`config.mk`:
```
export PLATFORM = sky130hd
export DESIGN_NAME = ci_initiator
export DESIGN_NICKNAME = d
export VERILOG_FILES = /design/src/rtl/ci_initiator.sv
export SDC_FILE = /design/constraint.sdc
export NUM_CORES = 1
export LEC_CHECK = 0
export CORE_UTILIZATION = 39
export DETAILED_ROUTE_END_ITERATION = 8
export MAX_ROUTING_LAYER = met4
export PLACE_DENSITY_LB_ADDON = 0.12
export REMOVE_ABC_BUFFERS = 1
export SYNTH_ARGS = -nofsm -noshare
export SYNTH_HDL_FRONTEND = slang
export SYNTH_SLANG_ARGS = --single-unit
```
`constraint.sdc`:
```
create_clock -name clk -period 1.51 [get_ports clk]
set_input_delay 0.302 -clock clk [delete_from_list [all_inputs] [get_ports clk]]
set_output_delay 0.302 -clock clk [all_outputs]
set_load 0.02 [all_outputs]
```
`src/rtl/ci_initiator.sv`:
```
// ci_initiator: hardware initiator for Nios II style multi-cycle custom
// instructions. It accepts one command, issues it to an FX-style slave,
// waits for done (with a timeout and a two-cycle slave-reset recovery path),
// and returns the captured result on a valid/ready response port.
module ci_initiator #(
    parameter int unsigned TIMEOUT_CYCLES = 1024,
    parameter int unsigned N_WIDTH        = 8
) (
    input  logic               clk,
    input  logic               rst_n,
    // command port
    input  logic               cmd_valid,
    output logic               cmd_ready,
    input  logic [N_WIDTH-1:0] cmd_n,
    input  logic [31:0]        cmd_dataa,
    input  logic [31:0]        cmd_datab,
    // response port
    output logic               rsp_valid,
    input  logic               rsp_ready,
    output logic [31:0]        rsp_result,
    output logic               rsp_timeout,
    output logic [15:0]        rsp_cycles,
    // custom-instruction slave port
    output logic               ci_clk_en,
    output logic               ci_start,
    output logic [N_WIDTH-1:0] ci_n,
    output logic [31:0]        ci_dataa,
    output logic [31:0]        ci_datab,
    output logic               ci_reset,
    input  logic [31:0]        ci_result,
    input  logic               ci_done
);

    typedef enum logic [2:0] {
        ST_IDLE,
        ST_ISSUE,
        ST_WAIT,
        ST_RECOVER,
        ST_RESP
    } state_t;

    localparam logic [15:0] TIMEOUT_VAL = 16'(TIMEOUT_CYCLES);
    localparam logic [15:0] CNT_MAX     = 16'hFFFF;

    state_t      state;
    state_t      state_next;
    logic [15:0] cycle_cnt;      // start-to-now latency, 1 in the ISSUE cycle
    logic        recover_last;   // high in the second RECOVER cycle
    logic        accept;         // command handshake this cycle
    logic        capture;        // slave done seen in ISSUE/WAIT
    logic        abort;          // recovery finished, emit timeout response
    logic        handshake;      // response handshake this cycle

    // Next-state logic and single-cycle event strobes.
    always_comb begin
        // NOTE: every output of this block is given a default first so no
        // path through the case statement can infer a latch.
        state_next = state;
        accept     = 1'b0;
        capture    = 1'b0;
        abort      = 1'b0;
        handshake  = 1'b0;
        unique case (state)
            ST_IDLE: begin
                if (cmd_valid && cmd_ready) begin
                    accept     = 1'b1;
                    state_next = ST_ISSUE;
                end
            end
            ST_ISSUE: begin
                if (ci_done) begin
                    capture    = 1'b1;
                    state_next = ST_RESP;
                end else begin
                    state_next = ST_WAIT;
                end
            end
            ST_WAIT: begin
                // A done arriving in the final counted cycle still wins.
                if (ci_done) begin
                    capture    = 1'b1;
                    state_next = ST_RESP;
                end else if (cycle_cnt >= TIMEOUT_VAL) begin
                    state_next = ST_RECOVER;
                end
            end
            ST_RECOVER: begin
                // ci_done is deliberately not looked at while the slave resets.
                if (recover_last) begin
                    abort      = 1'b1;
                    state_next = ST_RESP;
                end
            end
            ST_RESP: begin
                if (rsp_valid && rsp_ready) begin
                    handshake  = 1'b1;
                    state_next = ST_IDLE;
                end
            end
            default: state_next = ST_IDLE;
        endcase
    end

    // State register plus control outputs registered from the next state.
    always_ff @(posedge clk or negedge rst_n) begin
        if (!rst_n) begin
            state     <= ST_IDLE;
            cmd_ready <= 1'b0;
            rsp_valid <= 1'b0;
            ci_clk_en <= 1'b0;
            ci_start  <= 1'b0;
            ci_reset  <= 1'b0;
        end else begin
            // NOTE: sequential state uses non-blocking assignments so every
            // register samples the pre-edge values, independent of order.
            state     <= state_next;
            cmd_ready <= (state_next == ST_IDLE);
            rsp_valid <= (state_next == ST_RESP);
            ci_clk_en <= (state_next == ST_ISSUE) || (state_next == ST_WAIT) ||
                         (state_next == ST_RECOVER);
            ci_start  <= (state_next == ST_ISSUE);
            ci_reset  <= (state_next == ST_RECOVER);
        end
    end

    // Operand registers, latency counter and response capture.
    always_ff @(posedge clk or negedge rst_n) begin
        if (!rst_n) begin
            ci_n         <= '0;
            ci_dataa     <= '0;
            ci_datab     <= '0;
            cycle_cnt    <= '0;
            recover_last <= 1'b0;
            rsp_result   <= '0;
            rsp_timeout  <= 1'b0;
            rsp_cycles   <= '0;
        end else begin
            if (accept) begin
                ci_n      <= cmd_n;
                ci_dataa  <= cmd_dataa;
                ci_datab  <= cmd_datab;
                cycle_cnt <= 16'd1;
            end else if ((state == ST_ISSUE) || (state == ST_WAIT)) begin
                if (cycle_cnt != CNT_MAX) begin
                    cycle_cnt <= cycle_cnt + 16'd1;
                end
            end

            recover_last <= (state == ST_RECOVER) && !recover_last;

            if (capture) begin
                rsp_result  <= ci_result;
                rsp_cycles  <= cycle_cnt;
                rsp_timeout <= 1'b0;
            end else if (abort) begin
                rsp_result  <= '0;
                rsp_cycles  <= TIMEOUT_VAL;
                rsp_timeout <= 1'b1;
            end else if (handshake) begin
                rsp_timeout <= 1'b0;
            end
        end
    end

endmodule

```
==> metrics.txt, run 1 <==
worst-skew pair later-pin latency approximately 0.42 ns; data arrival time of the critical path 2.06 ns; proportion of synthesized chip area in sequential cells between 60% and 70%; floorplan die height ~120 µm; sum of net half-perimeters after detailed placement approximately 12000 µm; leakage power summed over all cells between 5 and 6 nW; post-synthesis sequential element count between 100 and 150; cell area after placement 8860 µm²; fraction of the core area covered by cells at the end of the flow approximately 76%; Core Rows 44; TritonCTS clock tree done; power per cell area between 2000 and 2500 nW/µm²; cell type contributing the most total cell area after synthesis sky130_fd_sc_hd__dfrtp_1; peak clock frequency supported by timing 568 MHz; Top Ports around 240; total count of max-transition violations in the final report 0; worst hold-check path type in -> async; Comb power frac between 50% and 60%; Worst Setup End Kind register; status finished with violations; pin count of the biggest net entering global routing between 80 and 90; starting density of the core about 40%; final critical-path share of the clock period 117%; fraction of layout cells with a size suffix above 1 around 34%; wire per inst between 15 and 20 µm; worst clock skew between 0.01 and 0.015 ns; clock-pin slew on the worst setup and hold paths 0.06 ns; dominant cells by area after synthesis sky130_fd_sc_hd__dfrtp_1, sky130_fd_sc_hd__nand2_1, sky130_fd_sc_hd__a22o_1; share of power burned in the clock network between 10% and 20%; design internal power around 14 mW; final instance area 11000 µm²; shortest clock period the worst path allows after layout ~1.8 ns; yosys synthesis warning count 0; worst setup path class reg -> reg; Maximum Capacitance Violations 0; proportion of netlist area held by the largest area contributor 62.2%; final-report hold violation count 0; relative slew slack between 60 and 70%; initial antenna violation count 0; fin nets slightly above 1000; final number of setup-violating endpoints between 100 and 150; 1st-pass router iterations 4; area of the core region 14600 µm²; relative contribution of sequential cells to total power between 20% and 30%; root buf cell sky130_fd_sc_hd__clkbuf_16; largest fanout on the critical path 5; Post-Synthesis Cell Area 5870 µm²; wire length after detailed routing 21200 µm; PortBufs between 200 and 250; critical path launch point type register; final worst setup slack -0.252 ns; violated checks setup timing; wire length of the first global-routing pass 31300 µm; commonest non-fill, non-tap cell in the layout sky130_fd_sc_hd__dfrtp_1; main flop type after synthesis sky130_fd_sc_hd__dfrtp_1; slack of the worst reg-to-reg path -0.25 ns; antenna fix cells 0; # DRC 0; overflow left after global routing 0; count of cell types in the netlist 48; Reg2Reg Launch Point state[0]; actual transition at the worst max-transition pin between 0.4 and 0.5 ns; H-tree depth reported by CTS 4; full die area around 16000 µm²; pre-CTS worst setup slack -0.373 ns; CTS buffer count 17; Area Growth Syn to Fin 87.7%; Setup TNS -24.67 ns; number of cells on the worst reg-to-reg path 7; Max rail drop VDD ~0.0011 V; via count of the first global-routing pass 6055; detail-routed via count per cell 5.19; total net switching power 8.89 mW; unrepaired setup endpoints after global routing yes; initial drt markers between 200 and 300; share of total power consumed by net switching between 30% and 40%; ys async rst share between 90% and 100%; clock net sink count 146; Required @ worst endpoint roughly 1.8 ns; via count between 5000 and 6000; power consumption 22.6 mW; maximum count of clock buffers along a single path 2; global-route usage over all layers between 20% and 30%; average cell area after synthesis ~10 µm²; gate count after technology mapping approximately 570; placer congestion estimate between 0.8 and 0.9; Reg2Reg Capture Point rsp_cycles[12]; count of flip-flops with a built-in enable after synthesis 0; commonest cells after routing, fill and taps aside sky130_fd_sc_hd__dfrtp_1, sky130_fd_sc_hd__dlygate4sd2_1, sky130_fd_sc_hd__nand2_1; final antenna-violating net count 0; width of the die 125 µm
[per-stage QoR]
step	hold slack [ns]	instances
3_5_place_dp	0.119	1010
6_report	0.270	1094
3_3_place_gp	0.117	1010
5_1_grt	0.267	1094
2_1_floorplan	0.00641	531
4_1_cts	0.249	1077
[registers in the layout, summed over array words and instances (netlist names), 3 cells and up]
signal,cells
ci_datab,32
cycle_cnt,16
state,3
rsp_result,32
rsp_cycles,16
ci_n,8
ci_dataa,32
[power by group through the flow]
stage / Sequential [mW] / Combinational [mW] / Clock (mW)
detailed placement: 6.40 / 9.20 / 0
global placement: 6.34 / 9.02 / 0
global route: 6.63 / 12.6 / 4.50
CTS: 6.35 / 10.3 / 4.31
floorplan: 8.15 / 2.55 / 0
finish: 6.47 / 11.9 / 4.25
[worst max-delay path by stage]
stage | startpoint | end | slack, ns | cells past startpoint
final | state[0] | rsp_cycles[12] | -0.25 | 7
after floorplan | state[1] | cmd_ready | -2.72 | 5
after CTS | state[0] | ci_datab[3] | -0.24 | 8
after detailed placement | ci_done | cmd_ready | -0.37 | 5
after global placement | ci_done | cmd_ready | -0.32 | 5
after global routing | state[0] | ci_datab[3] | -0.30 | 9
[final cells by class]
class / count / area (µm²)
multi-input cells: 377 / 2740
flip-flops and latches: 146 / 3660
fillers: 950 / 3560
clock inverters: 9 / 105
repair buffers: 348 / 3770
inverters: 9 / 38.8
well taps: 184 / 230
clock buffers: 21 / 480
[per-layer routing]
layer | GRT usage [%] | part of all wire (%) | wire length, µm | up-vias
met5 | - | 0 | 0 | -
met4 | 7.30 | 2.0 | 422 | 0
met3 | 8.12 | 7.4 | 1560 | 32
met2 | 45.8 | 53 | 11200 | 234
met1 | 30.0 | 38 | 8000 | 2812
li1 | - | - | - | 2602
[worst max-delay path: stages (launching register included)]
cell	delay (ns)
sky130_fd_sc_hd__dfrtp_2	0.44
sky130_fd_sc_hd__buf_12	0.15
sky130_fd_sc_hd__xor2_4	0.18
sky130_fd_sc_hd__buf_6	0.14
sky130_fd_sc_hd__nand2_8	0.06
sky130_fd_sc_hd__a21o_4	0.28
sky130_fd_sc_hd__clkbuf_16	0.18
sky130_fd_sc_hd__a22o_1	0.22
[Yosys cell counts, types with 2 or more instances]
master,n
sky130_fd_sc_hd__nand2_1,231
sky130_fd_sc_hd__ha_1,2
sky130_fd_sc_hd__mux2i_1,4
sky130_fd_sc_hd__nor4_1,3
sky130_fd_sc_hd__or2_2,2
sky130_fd_sc_hd__and3_1,4
sky130_fd_sc_hd__a21oi_1,13
sky130_fd_sc_hd__buf_2,16
sky130_fd_sc_hd__o31ai_1,5
sky130_fd_sc_hd__a22o_1,47
sky130_fd_sc_hd__inv_1,9
sky130_fd_sc_hd__or4_1,5
sky130_fd_sc_hd__nor4_2,2
sky130_fd_sc_hd__and4_1,2
sky130_fd_sc_hd__dfrtp_1,146
sky130_fd_sc_hd__buf_4,2
sky130_fd_sc_hd__or3_1,2
sky130_fd_sc_hd__nor2_1,4
sky130_fd_sc_hd__nand3_1,10
sky130_fd_sc_hd__clkbuf_1,16
sky130_fd_sc_hd__buf_6,2
sky130_fd_sc_hd__nand3b_1,2
sky130_fd_sc_hd__o41ai_1,3
sky130_fd_sc_hd__nand4_1,5
sky130_fd_sc_hd__nor3_1,4
sky130_fd_sc_hd__o21ai_0,4
[cell families after synthesis]
family                   share of synthesized area [%]
adder cells (fa/ha/maj)                          0.426
AO/OA/AOI/OAI                                     10.9
AND/OR/NAND/NOR                                   21.4
buffers and inverters                             3.60
flip-flops                                        62.2
XOR/XNOR                                         0.746
multiplexers                                     0.682
[what timing repair did]
item / CTS / global route
gates resized for setup: 187 / 192
pin swaps: 27 / 151
setup endpoints to repair: 268 / 144
setup buffers: 19 / 11
hold buffers: 1 / 0
hold endpoints to repair: 67 / 0
cloned: 17 / 12
No activity file was read; power rests on OpenSTA's default activity.
==> run 2, diff against run 1 <==
--- a/config.mk
+++ b/config.mk
@@ -6,6 +6,7 @@
 export NUM_CORES = 1
 export LEC_CHECK = 0
 export CORE_UTILIZATION = 39
+export CTS_BUF_LIST = sky130_fd_sc_hd__clkbuf_8 sky130_fd_sc_hd__clkbuf_16
 export DETAILED_ROUTE_END_ITERATION = 8
 export MAX_ROUTING_LAYER = met4
 export PLACE_DENSITY_LB_ADDON = 0.12
==> results of run 2 <==
Final layout, timing and power as in run 1 (identical DEF).
==> run 3, diff against run 2 <==
--- a/config.mk
+++ b/config.mk
@@ -5,12 +5,14 @@
 export SDC_FILE = /design/constraint.sdc
 export NUM_CORES = 1
 export LEC_CHECK = 0
+export ABC_CLOCK_PERIOD_IN_PS = 1510
 export CORE_UTILIZATION = 39
 export CTS_BUF_LIST = sky130_fd_sc_hd__clkbuf_8 sky130_fd_sc_hd__clkbuf_16
 export DETAILED_ROUTE_END_ITERATION = 8
 export MAX_ROUTING_LAYER = met4
 export PLACE_DENSITY_LB_ADDON = 0.12
 export REMOVE_ABC_BUFFERS = 1
+export SLEW_MARGIN = 0
 export SYNTH_ARGS = -nofsm -noshare
 export SYNTH_HDL_FRONTEND = slang
 export SYNTH_SLANG_ARGS = --single-unit
==> results of run 3 <==
Final layout, timing and power as in run 1 (identical DEF).
